--- config.mk ---
export PLATFORM = sky130hd
export DESIGN_NAME = rr_priority_arbiter
export DESIGN_NICKNAME = d
export VERILOG_FILES = /design/src/rtl/arb_pkg.sv /design/src/rtl/priority_encoder_n.sv /design/src/rtl/rr_priority_arbiter.sv
export SDC_FILE = /design/constraint.sdc
export NUM_CORES = 1
export LEC_CHECK = 0
export BUFFER_PORTS_ARGS = -buffer_cell sky130_fd_sc_hd__buf_4
export CORE_AREA = 5 5 59 61
export DETAILED_ROUTE_END_ITERATION = 8
export DIE_AREA = 0 0 64 66
export PLACE_DENSITY = 0.75
export SYNTH_ARGS = -nofsm -noshare
export SYNTH_HDL_FRONTEND = slang
export SYNTH_SLANG_ARGS = --single-unit
--- constraint.sdc ---
create_clock -name clk -period 6.7 [get_ports clk]
set_input_delay 2.01 -clock clk [delete_from_list [all_inputs] [get_ports clk]]
set_output_delay 2.01 -clock clk [all_outputs]
set_load 0.005 [all_outputs]
--- src/rtl/arb_pkg.sv ---
// arb_pkg: shared mode constants and state encoding for the arbiter
package arb_pkg;
  localparam logic MODE_FIXED = 1'b0;
  localparam logic MODE_RR = 1'b1;
  typedef enum logic {IDLE, BUSY} state_t;
endpackage

--- src/rtl/priority_encoder_n.sv ---
// priority_encoder_n: highest-index-wins binary encoder with any-valid flag
module priority_encoder_n #(
  parameter int N = 8,
  parameter int IW = $clog2(N)
) (
  input  logic [N-1:0]  d,
  output logic [IW-1:0] q,
  output logic          v
);
  // later set bits overwrite earlier ones, so the highest set index wins
  always_comb begin
    q = '0;
    v = |d;
    for (int i = 0; i < N; i++) if (d[i]) q = IW'(i);
  end
endmodule

--- src/rtl/rr_priority_arbiter.sv ---
// rr_priority_arbiter: fixed-priority / round-robin arbiter with held grants and registered outputs
module rr_priority_arbiter
  import arb_pkg::*;
#(
  parameter int N = 8,
  parameter int IW = $clog2(N)
) (
  input  logic          clk,
  input  logic          reset,
  input  logic          mode,
  input  logic [N-1:0]  req,
  input  logic          ack,
  output logic [N-1:0]  gnt,
  output logic [IW-1:0] gnt_idx,
  output logic          gnt_valid
);
  state_t state;
  logic [IW-1:0] ptr, q, win, nxt_ptr;
  logic [IW:0] off, sum;
  logic [N-1:0] cand, rot, enc_in;
  logic v, arb;
  int j;
  // the releasing holder is masked out; round-robin reverses the ptr rotation so the
  // encoder's highest-index preference becomes "first at or after ptr"
  always_comb begin
    arb = state == IDLE || ack || !req[gnt_idx];
    cand = state == BUSY ? req & ~gnt : req;
    rot = '0;
    j = 0;
    for (int i = 0; i < N; i++) begin
      j = int'(ptr) + i;
      rot[N-1-i] = cand[j >= N ? j - N : j];
    end
    enc_in = mode == MODE_RR ? rot : cand;
    off = (IW+1)'(N - 1) - {1'b0, q};
    sum = {1'b0, ptr} + off;
    win = mode == MODE_RR ? (sum >= (IW+1)'(N) ? IW'(sum - (IW+1)'(N)) : IW'(sum)) : q;
    nxt_ptr = win == IW'(N - 1) ? '0 : win + 1'b1;
  end
  priority_encoder_n #(.N(N), .IW(IW)) u_enc (.d(enc_in), .q(q), .v(v));
  // grant state machine: arbitrate in IDLE or on release, otherwise hold
  always_ff @(posedge clk) begin
    if (reset) begin
      state <= IDLE;
      gnt <= '0;
      gnt_idx <= '0;
      gnt_valid <= 1'b0;
      ptr <= '0;
    end else if (arb) begin
      state <= v ? BUSY : IDLE;
      gnt <= v ? N'(1) << win : '0;
      gnt_idx <= v ? win : '0;
      gnt_valid <= v;
      if (v) ptr <= nxt_ptr;
    end
  end
endmodule

# After elaboration in Yosys (flattened, before gate mapping)
# Cells that the tools add are included.
[op_classes]
n_eq_ne = 1
shift = 1
add_sub_neg = 19
mux = 49
bitwise_logic = 3
reduce_logical = 5
order_cmp = 18
[op_table]
columns = ["cell", "n"]
rows = [
  ["32-bit by 5-bit less-than comparator with 1-bit output, second input constant", 8],
  ["32-bit 2-to-1 mux", 8],
  ["4-bit by 4-bit subtractor with 5-bit output, second input constant", 7],
  ["4-bit greater-or-equal comparator, second input constant", 8],
  ["1-bit binary-select mux with 3-bit select", 9],
  ["3-bit 2-to-1 mux", 8],
  ["8-bit 2-to-1 mux", 3],
  ["1-bit 2-to-1 mux", 19],
  ["3-bit by 3-bit adder with 4-bit output, second input constant", 4],
  ["3-bit by 2-bit adder with 4-bit output, second input constant", 2],
  ["8-bit AND", 1],
  ["8-bit NOT", 1],
  ["8-bit OR reduction", 1],
  ["1-bit by 3-bit left shift with 8-bit output, first input constant", 1],
  ["3-bit by 4-bit subtractor with 5-bit output, second input constant", 1],
  ["3-bit by 1-bit adder with 4-bit output, second input constant", 1],
  ["3-bit by 4-bit adder with 4-bit output", 1],
  ["3-bit by 4-bit greater-or-equal comparator with 1-bit output, second input constant", 1],
  ["3-bit by 4-bit less-than comparator with 1-bit output, second input constant", 1],
  ["2-bit 2-to-1 mux", 2],
  ["3-bit by 3-bit subtractor with 4-bit output, first input constant", 1],
  ["3-bit by 1-bit adder with 3-bit output, second input constant", 1],
  ["3-bit == test, second input constant", 1],
  ["3-bit by 1-bit subtractor with 3-bit output, second input constant", 1],
  ["other kinds (4)", 5],
]
[word_totals]
wordCells = 101
ff_bits = 16
in_bits = 12
output_inout_bits = 12

# Logic depth before layout (Yosys ltp)
# Gate-level depths: netlist of the first run.
[logic_depth]
ltp_word = 21
ltp_mapped = 18
mapped_depth_nobuf = 18

# By module
# From an unflattened synthesis of the first run, not the netlist that was laid out.
[hier_totals]
hier_cells = 188
hier_area_um2 = 1478.9
[modules_own_cells]
columns = ["module", "n_inst", "area_each_um2", "seq_area_each_um2", "cells_per_inst"]
rows = [
  ["rr_priority_arbiter", 1, 1412.6, 300.3, 176],
  ["priority_encoder_n", 1, 66.3, 0.0, 12],
]

# Least setup slack after synthesis of the first run
# OpenSTA, ideal clock, no wires.
[synth_timing]
kind = "input port to flip-flop"
from = "input port req[2]"
to = "register gnt[7]"
arrival_time_ps = 5170
required_ps = 6572
path_buffers = 0
path_stages = 16
path_slack_ps = 1402
setup_ps = 128
path_cell_list = "a21boi_1 -> mux4_2 -> mux2_2 -> or2_0 -> o21bai_1 -> a21oi_1 -> a21oi_1 -> ha_1 -> fa_1 -> o21ai_0 -> inv_1 -> ha_1 -> ha_1 -> and3_1 -> a31oi_1 -> nor2_1"
[synth_via]
elab_chain_cells = 20
elab_cells_between_ends = 47
cone_classes = "add/sub (3); order compare (1); shift (1); mux (38); bitwise (1); reduce/logical (3)"
[synth_lines]
columns = ["item", "line_no", "rtl"]
rows = [
  ["start, declared", "rr_priority_arbiter.sv:11", "input logic [N-1:0] req,"],
  ["8-bit AND", "rr_priority_arbiter.sv:27", "cand = state == BUSY ? req & ~gnt : req;"],
  ["8-bit 2-to-1 mux", "rr_priority_arbiter.sv:27", ""],
  ["1-bit binary-select mux with 3-bit select", "rr_priority_arbiter.sv:32", "rot[N-1-i] = cand[j >= N ? j - N : j];"],
  ["1-bit 2-to-1 mux (2 in a row)", "rr_priority_arbiter.sv:32", ""],
  ["8-bit 2-to-1 mux", "rr_priority_arbiter.sv:34", "enc_in = mode == MODE_RR ? rot : cand;"],
  ["1-bit 2-to-1 mux", "priority_encoder_n.sv:14", "for (int i = 0; i < N; i++) if (d[i]) q = IW'(i);"],
  ["2-bit 2-to-1 mux (2 in a row)", "priority_encoder_n.sv:14", ""],
  ["3-bit 2-to-1 mux (4 in a row)", "priority_encoder_n.sv:14", ""],
  ["3-bit by 3-bit subtractor with 4-bit output", "rr_priority_arbiter.sv:35", "off = (IW+1)'(N - 1) - {1'b0, q};"],
  ["3-bit by 4-bit adder with 4-bit output", "rr_priority_arbiter.sv:36", "sum = {1'b0, ptr} + off;"],
  ["4-bit greater-or-equal comparator / 3-bit by 1-bit subtractor with 3-bit output (equally long branches)", "rr_priority_arbiter.sv:37", "win = mode == MODE_RR ? (sum >= (IW+1)'(N) ? IW'(sum - (IW+1)'(N)) : IW'(sum)) : q;"],
  ["3-bit 2-to-1 mux (2 in a row)", "rr_priority_arbiter.sv:37", ""],
  ["1-bit by 3-bit left shift with 8-bit output", "rr_priority_arbiter.sv:51", "gnt <= v ? N'(1) << win : '0;"],
  ["8-bit 2-to-1 mux", "rr_priority_arbiter.sv:51", ""],
  ["end signal, assigned", "rr_priority_arbiter.sv:51", ""],
  ["end, declared", "rr_priority_arbiter.sv:13", "output logic [N-1:0] gnt,"],
]
# Parallel ways exist; a longest one is shown, timed or not. The select of a mux whose other input is x is not followed.
# A chain may end at the register's enable or synchronous reset.

# Worst setup path after layout of the first run
# Ends and elaborated chain as after synthesis.

==> impl_metrics.csv, run 1 <==
group,metric,value,unit
cells_and_area,fillers,270,
timing,slew_violations,0,
die,num_rows,20,
drt,drt-initial-drc-count,119,
min_path,worstHoldStart,"gnt[2]$_SDFFE_PP0N_",
setup_path,reg2reg_from,"ptr[0]$_SDFFE_PP0P_",
synth,syn_area_per_cell,9.026,µm²
clocking,cts_hold_buffers,0,
synth,ys_seq_area_share,19.23,%
drt,wl,4253,µm
run,maxCapViolations,0,
placed_design,hpwl,3368,µm
synth,synth_edf_count,0,
drt,postRouteAntennaNets,0,
timing,finClkSkew,0.004608,ns
min_path,worstHoldPathCells,2,
drt,drc,0,
timing,holdWs,0.5651,ns
cells_and_area,multiInputGateArea,1157,µm²
cells_and_area,register_area,300.3,µm²
drt,wl_met2,2195,µm
clocking,cts_resized,0,
die,io_pins,24,
clocking,cts.path.max_buffers,2,
synth,syn_inst,173,
pwr,vdd_drop_max,0.0002526,V
global_routing,antenna_found_initial,0,
timing,post-route-period-util,81.96,%
drt,routed.top_layer,"met4",
synth,yosysTopAreaCell,"dfxtp_1",
die,fp.dieW,64,µm
global_routing,grtUsageTotal,21.29,%
timing,slew_headroom,56.90,%
synth,synthDistinctLibCells,51,
cells_and_area,layout_commonest_cell,"buf_4",
die,core_area,2928,µm²
setup_path,cp_cell_sequence,"buf_4 -> a21boi_1 -> a22oi_1 -> mux4_2 -> a21oi_1 -> o21bai_1 -> a21oi_1 -> a21oi_1 -> ha_1 -> fa_1 -> o21ai_0 -> inv_1 -> ha_1 -> ha_1 -> and3_1 -> a31oi_1 -> nor2_1",
setup_path,cp_slowest_stage_delay,0.51,ns
cells_and_area,final_cell_mix,"23 x buf_4, 15 x dfxtp_1, 14 x inv_1, 12 x nand2_1",
cells_and_area,fin_nets,215,
setup_path,end_kind,"flop",
pwr,power_leakage,0.7300,nW
clocking,cts_tree,"done",
timing,layout_setup_ws,1.209,ns
cells_and_area,num_antenna_cells,0,
setup_path,crit_slowest_cell,"mux4_2",
min_path,hp-class,"flop to flop",
placed_design,preCtsSetupSlack,0.9216,ns
timing,fmax,0.1821,GHz
die,die_h,66,µm
setup_path,cp.required,6.89,ns
setup_path,startpoint_type,"input pin",
synth,synthArstFlopShare,0,%
global_routing,grt_pass1_vias,1434,
setup_path,cp_max_fo,6,
pwr,p_per_area,386.7,nW/µm²
timing,tns,0,ns
drt,wl_met1,1785,µm
setup_path,timing.rr.end,"gnt[7]$_SDFFE_PP0N_",
drt,wl_met3,199,µm
placed_design,gp_congestion,1.036,
timing,setup_violations,0,
drt,viasPerCell,6.396,
timing,hold_violations,0,
clocking,clkTransAtPathRegs,0.10,ns
cells_and_area,area_growth,12.66,%
global_routing,grt_pass1_wl,7058,µm
setup_path,r2r_setup_slack,2.02,ns
clocking,htree_levels,1,
placed_design,port_buffers,23,
clocking,cts_root_buf,"clkbuf_4",
timing,rsz0062_at_grt,"false",
clocking,insertion_delay,0.30,ns
synth,syn-cell-area,1561,µm²
die,start_util,53.33,%
global_routing,grt_start_max_net_pins,20,
synth,syn-num-nets,195,
status,status,"complete, no violations",
timing,period_needed,5.491,ns
clocking,cts_made_buffers,3,
setup_path,critPathBufInv,2,
synth,ys_warn_count,0,
setup_path,crit_family,"compound AO/OA/AOI/OAI gates",
clocking,cts_setup_buffers,0,
die,die-area,4224,µm²
drt,num_vias,1439,
timing,worst_slew_pin_slew,0.6457,ns
setup_path,critPathKind,"input pin to flop",
synth,synth_top_cell_area_share,19.23,%
setup_path,ff2ff_path_depth,17,
min_path,hold_end,"gnt[2]$_SDFFE_PP0N_",
cells_and_area,drive_gt1_share,25.00,%
drt,drtPass1Iterations,4,
drt,wire_per_inst,18.90,µm
synth,yosys-top-cells-area,"dfxtp_1 19%, mux4_2 13%, ha_1 7.2%",
global_routing,gr-total-overflow,0,
setup_path,worstPathArrival,5.69,ns
synth,ys.flop_type,"dfxtp_1",
synth,synth_seq_cells,15,
clocking,cts_sinks,15,
==> worst reg2reg max path, cell delays in order (launching register included) <==
cell and delay, ns:
dfxtp_1 0.74, inv_2 0.23, ha_1 0.30, xnor2_1 0.32
mux4_2 0.57, a21oi_1 0.15, o21bai_1 0.12, a21oi_1 0.11
a21oi_1 0.14, ha_1 0.18, fa_1 0.41, o21ai_0 0.40
inv_1 0.12, ha_1 0.24, ha_1 0.21, and3_1 0.15
a31oi_1 0.13, nor2_1 0.05
==> kinds of logic after synthesis <==
kind of cell    Yosys count  synth area share, %
flops                    15                19.23
compound gates           57                27.88
mux                      16                17.71
buf+inv                  24                6.651
xor+xnor                  5                4.007
simple gates             46                16.03
fa+ha+maj                10                8.494
==> flip-flops by register name, summed over array words and instances, names as in the netlist <==
name,flops
gnt,8
gnt_idx,3
gnt_valid,1
ptr,3
==> cells in the mapped netlist, types with 2 or more instances <==
cell and instances:
nor2_1 7, nand2b_1 8, clkbuf_1 4, nor2b_1 3
nand2_1 12, mux4_2 9, and3_1 2, a31oi_1 3
a221oi_1 5, ha_1 9, mux2_2 3, a22o_1 4
o22ai_1 2, a21boi_1 4, o32ai_1 8, inv_1 14
a21boi_0 3, and2_1 3, mux2i_1 4, dfxtp_1 15
inv_2 2, xnor2_1 3, a21oi_1 9, o211ai_1 2
buf_2 2, nor3_1 3, o21ai_0 3, a22oi_1 4
==> routing by layer <==
layer | track usage (%) | up-vias
met5 | 0 | -
met4 | 6.494 | 0
met3 | 2.551 | 7
met2 | 38.32 | 54
met1 | 26.21 | 689
li1 | - | 689
==> through the flow <==
stage          area [µm²]  total power, mW  cells  utilization [%]
4_1_cts              1759           0.6798    225            60.09
3_5_place_dp         1732           0.6196    221            59.15
3_3_place_gp         1732           0.6100    221            59.15
5_1_grt              1759           0.7389    225            60.09
2_1_floorplan        1562           0.4983    173                -
6_report             1759           0.6803    225            60.09
==> final cells by class <==
type | count | share of cell area (%)
Clock inverter | 1 | 0.2845
Timing Repair Buffer | 23 | 9.815
Clock buffer | 3 | 1.280
Inverter | 16 | 3.414
Multi-Input combinational cell | 134 | 65.79
Tap cell | 33 | 2.347
Sequential cell | 15 | 17.07
==> power breakdown <==
part           leakage [nW]  switching (mW)  internal, mW
clock network        0.0177          0.0322        0.0223
registers             0.123          0.0560         0.116
logic                 0.589           0.225         0.229
total                 0.730           0.313         0.367
==> worst max-delay path by stage <==
stage | slack, ns | end | cells past startpoint | startpoint
2_1_floorplan | 1.40 | gnt[7]$_SDFFE_PP0N_ | 16 | req[2]
3_3_place_gp | 1.04 | gnt[7]$_SDFFE_PP0N_ | 17 | req[7]
3_5_place_dp | 0.92 | gnt[7]$_SDFFE_PP0N_ | 17 | req[2]
4_1_cts | 1.24 | gnt[7]$_SDFFE_PP0N_ | 17 | req[2]
5_1_grt | 0.95 | gnt[7]$_SDFFE_PP0N_ | 17 | req[7]
6_report | 1.21 | gnt[7]$_SDFFE_PP0N_ | 17 | req[2]
Note: power is estimated with default switching activity, not from simulation.
==> inputs of run 2 (changes only) <==
Clock period 6.7 ns to 5.2 ns, I/O delays scaled along.
==> run 2 against run 1 <==
Die area is the same. Clock-buffer cell count is the same. Sequential power grew 19%. Routed wire length grew 0.56%. Global-route usage is essentially flat. Sequential share of layout area shrank 0.24 points. Final cell count grew 1.3%.
==> impl_metrics.csv, run 2 (synthesis gave the netlist of run 1 again) <==
group,metric,value,unit
cells_and_area,final_cell_mix,"26 x buf_4, 15 x dfxtp_1, 14 x inv_1, 12 x nand2_1",
clocking,cts_hold_buffers,0,
run,maxCapViolations,0,
die,start_util,53.33,%
timing,worst_slew_pin_slew,0.5852,ns
cells_and_area,layout_commonest_cell,"buf_4",
placed_design,hpwl,3431,µm
clocking,insertion_delay,0.30,ns
placed_design,port_buffers,23,
timing,post-route-period-util,96.44,%
cells_and_area,finish.utilization,60.94,%
global_routing,grt_start_max_net_pins,20,
cells_and_area,drive_gt1_share,26.15,%
cells_and_area,top_register,"gnt",
status,status,"complete, no violations",
drt,postRouteAntennaNets,0,
global_routing,grt_pass1_vias,1454,
timing,slew_headroom,60.93,%
timing,layout_setup_ws,0.1850,ns
pwr,comb_power_share,69.1,%
die,die_h,66,µm
pwr,power_leakage,0.7412,nW
pwr,intPower,0.4829,mW
setup_path,end_kind,"flop",
timing,slew_violations,0,
clocking,cts_resized,0,
clocking,cts_made_buffers,3,
drt,viasPerCell,6.610,
pwr,power.share.switching,45.61,%
timing,tns,0,ns
timing,rsz0062_at_grt,"false",
drt,num_vias,1507,
global_routing,grt_pass1_wl,6982,µm
cells_and_area,largest_reg_flops,8,
timing,period_needed,5.015,ns
timing,setup_violations,0,
pwr,p_per_area,497.7,nW/µm²
global_routing,antenna_found_initial,0,
clocking,cts_tree,"done",
cells_and_area,area_growth,14.26,%
pwr,total_power,0.8879,mW
cells_and_area,num_antenna_cells,0,
placed_design,preCtsSetupSlack,-0.06489,ns
die,io_pins,24,
cells_and_area,largestRegisters,"gnt: 8 flops, gnt_idx: 3 flops, ptr: 3 flops",
pwr,vdd_drop_max,0.0002897,V
drt,routed.top_layer,"met4",
clocking,cts_sinks,15,
timing,finClkSkew,0.008086,ns
global_routing,grtUsageTotal,21.28,%
drt,wl_met1,1650,µm
clocking,cts_root_buf,"clkbuf_4",
placed_design,gp_congestion,0.9892,
timing,fmax,0.1994,GHz
pwr,p_seq_share,23.0,%
drt,wire_per_inst,18.76,µm
setup_path,critPathKind,"input pin to flop",
clocking,cts.path.max_buffers,2,
setup_path,r2r_setup_slack,0.78,ns
clocking,cts_setup_buffers,0,
pwr,clkPwrFrac,7.9,%
timing,hold_violations,0,
setup_path,cp.required,5.39,ns
drt,wl_met2,2240,µm
drt,drtPass1Iterations,4,
cells_and_area,fin_nets,218,
drt,drc,0,
setup_path,cp_max_fo,6,
setup_path,worstPathArrival,5.20,ns
min_path,hp-class,"flop to flop",
die,die-area,4224,µm²
die,num_rows,20,
clocking,htree_levels,1,
clocking,clkTransAtPathRegs,0.10,ns
setup_path,startpoint_type,"input pin",
drt,drt-initial-drc-count,190,
pwr,p_sw,0.4050,mW
die,core_area,2928,µm²
drt,wl,4277,µm
die,fp.dieW,64,µm
drt,wl_met3,258,µm
global_routing,gr-total-overflow,0,
run 2: area by class of cell:
class                   instances  area, µm²
well taps                      33      41.29
repair buffers                 26      195.2
clock inverters                 1      7.507
fillers                       255       1144
inverters                      16      60.06
multi-input cells             134       1157
clock buffers                   3      22.52
flip-flops and latches         15      300.3
run 2: routing by layer:
layer / global-route usage, % / vias to the layer above
li1: - / 703
met1: 24.82 / 715
met2: 38.19 / 76
met3: 2.891 / 13
met4: 9.610 / 0
met5: 0 / -
run 2: worst max-delay path: stages:
cell and delay [ns]:
buf_4 0.09, a21boi_1 0.45, a22oi_1 0.21, mux4_2 0.51, a21oi_1 0.16, o21bai_1 0.13, a21oi_1 0.11, a21oi_1 0.16
ha_1 0.18, fa_1 0.40, o21ai_0 0.29, inv_1 0.11, ha_1 0.24, ha_1 0.22, and3_1 0.16, a31oi_1 0.17
nor2_1 0.06
run 2: path summary, 6_finish.rpt:
check / from / endpoint / cells past startpoint
max: req[2] / gnt[7]$_SDFFE_PP0N_ / 17
min: gnt_idx[0]$_SDFFE_PP0N_ / gnt_idx[0]$_SDFFE_PP0N_ / 2
max reg2reg: gnt_valid$_SDFFE_PP0N_ / gnt[7]$_SDFFE_PP0N_ / 16
min reg2reg: gnt_idx[0]$_SDFFE_PP0N_ / gnt_idx[0]$_SDFFE_PP0N_ / 2
run 2: power by group through the flow:
| stage | Combinational [mW] | Sequential [mW] | Clock, mW |
|---|---|---|---|
| 2_1_floorplan | 0.455 | 0.187 | 0 |
| 3_3_place_gp | 0.591 | 0.205 | 0 |
| 3_5_place_dp | 0.602 | 0.207 | 0 |
| 4_1_cts | 0.609 | 0.204 | 0.0740 |
| 5_1_grt | 0.667 | 0.213 | 0.0837 |
| 6_report | 0.613 | 0.204 | 0.0704 |
run 2: per-stage QoR:
stage	instance area [µm²]	hold slack, ns	std cells
after floorplan	1562	0.5030	173
after global placement	1754	0.5341	224
after detailed placement	1754	0.5400	224
after CTS	1784	0.5549	228
after global routing	1784	0.6000	228
final	1784	0.5509	228
==> inputs of run 3 (changes only) <==
Settings changed: ABC_AREA set to 1, CORE_AREA 5 5 59 61 to 5 5 58 60, DIE_AREA 0 0 64 66 to 0 0 63 65, PLACE_DENSITY 0.75 to 0.74.
==> run 3 against run 2 <==
Die area down 3.1%. Register-to-register slack improved by 0.64 ns. Final cell count is 26% higher. Sequential share of layout area grew 1.2 points. Area after synthesis shrank 6.1%. Core utilization shrank 3.0 points. Largest cell class unchanged. Global-route usage decreased by 1.8 points. First-iteration DRC count fell by 55%. Sequential cell count is the same. Maximum frequency up 23%. Total power up 6.8%. Non-clock buffer count down 2. Largest power group unchanged.
==> impl_metrics.csv, run 3 <==
group,metric,value,unit
placed_design,hpwl,3189,µm
timing,slew_headroom,69.38,%
setup_path,cp_cell_sequence,"buf_4 -> inv_1 -> nand3_1 -> nand2_1 -> nand2_1 -> nand2_1 -> nand2_1 -> nand2_1 -> nand2_1 -> nand2_1 -> inv_1 -> ha_1 -> fa_1 -> nand2_1 -> nand2_1 -> nor2_1 -> o21ai_2 -> nand2_2 -> inv_1 -> ha_1 -> o21ai_0 -> a21oi_1",
synth,synthDistinctLibCells,29,
clocking,cts_setup_buffers,0,
setup_path,critPathKind,"input pin to flop",
placed_design,place_area,1640,µm²
pwr,total_power,0.9484,mW
timing,holdWs,0.5014,ns
global_routing,grt_pass1_wl,6334,µm
timing,layout_setup_ws,1.130,ns
timing,tns,0,ns
timing,post-route-period-util,78.26,%
clocking,htree_levels,1,
cells_and_area,fin_nets,277,
synth,synth.most_common_cell,"nand2_1",
setup_path,cp_max_fo,14,
synth,ys.flop_type,"dfxtp_1",
drt,wl,3987,µm
pwr,vdd_drop_max,0.0003202,V
pwr,p_per_area,568.6,nW/µm²
die,die_h,65,µm
run,maxCapViolations,0,
timing,rsz0062_at_grt,"false",
drt,drtPass1Iterations,4,
synth,ys_seq_area_share,20.48,%
global_routing,antenna_found_initial,0,
synth,syn-num-nets,255,
die,io_pins,24,
synth,synth.area.mux_share,1.365,%
synth,synth_edf_count,0,
setup_path,crit_slowest_cell,"fa_1",
timing,slew_violations,0,
die,fp.dieW,63,µm
drt,wire_per_inst,13.89,µm
timing,setup_violations,0,
cells_and_area,fillers,300,
setup_path,cpMostUsedCell,"nand2_1",
synth,synth_top_family_by_area,"simple AND/OR/NAND/NOR gates",
cells_and_area,largestRegisters,"gnt: 8 flops, gnt_idx: 3 flops, ptr: 3 flops",
placed_design,place_inst,283,
synth,syn_area_per_cell,6.294,µm²
clocking,clkTransAtPathRegs,0.09,ns
timing,hold_violations,0,
synth,synthAdderAreaFrac,9.044,%
synth,synth_top_cell_area_share,20.48,%
synth,synth_simple_gate_area_share,44.11,%
drt,drt-initial-drc-count,86,
synth,ys_warn_count,0,
clocking,cts_sinks,15,
status,status,"complete, no violations",
synth,synth_compound_area_share,12.54,%
setup_path,cp_slowest_stage_delay,0.41,ns
global_routing,gr-total-overflow,0,
cells_and_area,largest_reg_flops,8,
synth,syn-cell-area,1466,µm²
drt,num_vias,1573,
cells_and_area,multiInputGateArea,1010,µm²
setup_path,cp.required,5.39,ns
cells_and_area,drive_gt1_share,21.65,%
setup_path,startpoint_type,"input pin",
cells_and_area,top_register,"gnt",
synth,syn_inst,233,
synth,synthArstFlopShare,0,%
die,die-area,4095,µm²
clocking,cts_resized,0,
cells_and_area,final_cell_mix,"62 x nand2_1, 47 x nand3_1, 24 x inv_1, 24 x buf_4",
global_routing,grt_start_max_net_pins,15,
cells_and_area,area_growth,13.74,%
drt,viasPerCell,5.481,
clocking,cts_made_buffers,3,
clocking,cts_tree,"done",
synth,synth_seq_cells,15,
die,num_rows,20,
synth,synth_commonest_cells,"62 x nand2_1, 47 x nand3_1, 24 x inv_1, 15 x a21oi_1, 15 x dfxtp_1",
setup_path,end_kind,"flop",
clocking,cts_root_buf,"clkbuf_4",
cells_and_area,layout_commonest_cell,"nand2_1",
drt,drc,0,
cells_and_area,num_antenna_cells,0,
placed_design,preCtsSetupSlack,0.8185,ns
drt,postRouteAntennaNets,0,
min_path,hp-class,"flop to flop",
timing,worst_slew_pin_slew,0.4587,ns
die,core_area,2878,µm²
cells_and_area,layout.cells.non_filler,287,
synth,yosysTopAreaCell,"dfxtp_1",
timing,period_needed,4.070,ns
cells_and_area,register_area,300.3,µm²
clocking,cts_hold_buffers,0,
clocking,insertion_delay,0.29,ns
cells_and_area,post-route-cell-area,1668,µm²
synth,synthXorXnorAreaFrac,1.792,%
clocking,cts.path.max_buffers,2,
die,start_util,50.96,%
placed_design,gp_congestion,0.9737,
synth,yosys-top-cells-area,"dfxtp_1 20%, nand3_1 16%, nand2_1 16%",
timing,finClkSkew,0.002429,ns
pwr,power_leakage,0.8546,nW
timing,fmax,0.2457,GHz
global_routing,grt_pass1_vias,1407,
setup_path,worstPathArrival,4.26,ns
cells_and_area,finish.utilization,57.96,%
placed_design,port_buffers,23,
global_routing,grtUsageTotal,19.43,%
run 3: changes by cell type after synthesis, sizes merged, moves of 5 or more:
cell,previous run,this run
nor2,7,12
inv,16,27
a221oi,5,0
a21oi,9,18
nand2b,8,0
nand2,13,75
mux4,9,0
nand3,1,49
a21boi,8,0
o32ai,8,0
o21ai,3,11
run 3: layout make-up:
class | instances | share of cell area (%)
clock inverters | 1 | 0.3001
well taps | 33 | 2.476
inverters | 27 | 6.527
multi-input cells | 184 | 60.54
repair buffers | 24 | 10.80
clock buffers | 3 | 1.350
flip-flops and latches | 15 | 18.00
run 3: where the power goes:
part / internal (mW) / switching, mW / total, mW
Clock: 0.0287 / 0.0409 / 0.0696
Combinational: 0.256 / 0.403 / 0.659
Sequential: 0.152 / 0.0674 / 0.220
run 3: critical path: cells and delay by family:
family / cells / cell delay [ns]
fa+ha+maj: 3 / 0.87
compound gates: 3 / 0.28
simple gates: 12 / 1.00
buf+inv: 4 / 0.54
run 3: cells by family (layout without fill, tap and decap cells):
logic type,after synthesis,in the layout
xor gates and xnor gates,3,3
muxes,2,2
buffers and inverters,34,55
and+or+nand+nor,138,138
AOI/OAI and AO/OA,31,31
DFF,15,15
adders and majority gates,10,10
run 3: final timing paths:
| kind | from | endpoint | slack (ns) | cells after the start |
|---|---|---|---|---|
| worst max-delay path | mode | ptr[2]$_SDFFE_PP0P_ | 1.13 | 22 |
| worst min-delay path | gnt[2]$_SDFFE_PP0N_ | gnt[2]$_SDFFE_PP0N_ | 0.50 | 2 |
| worst max register to register | ptr[1]$_SDFFE_PP0P_ | ptr[2]$_SDFFE_PP0P_ | 1.42 | 25 |
| worst min register to register | gnt[2]$_SDFFE_PP0N_ | gnt[2]$_SDFFE_PP0N_ | 0.50 | 2 |
run 3: per-layer routing:
metal  GRT usage, %  part of all wire (%)  vias to the layer above  wire (µm)
met5              0                     0                        -          0
met4          11.41                   4.1                        0        165
met3          2.253                   4.1                       15        163
met2          33.21                    47                       47       1877
met1          23.21                    45                      706       1780
li1               -                     -                      805          -
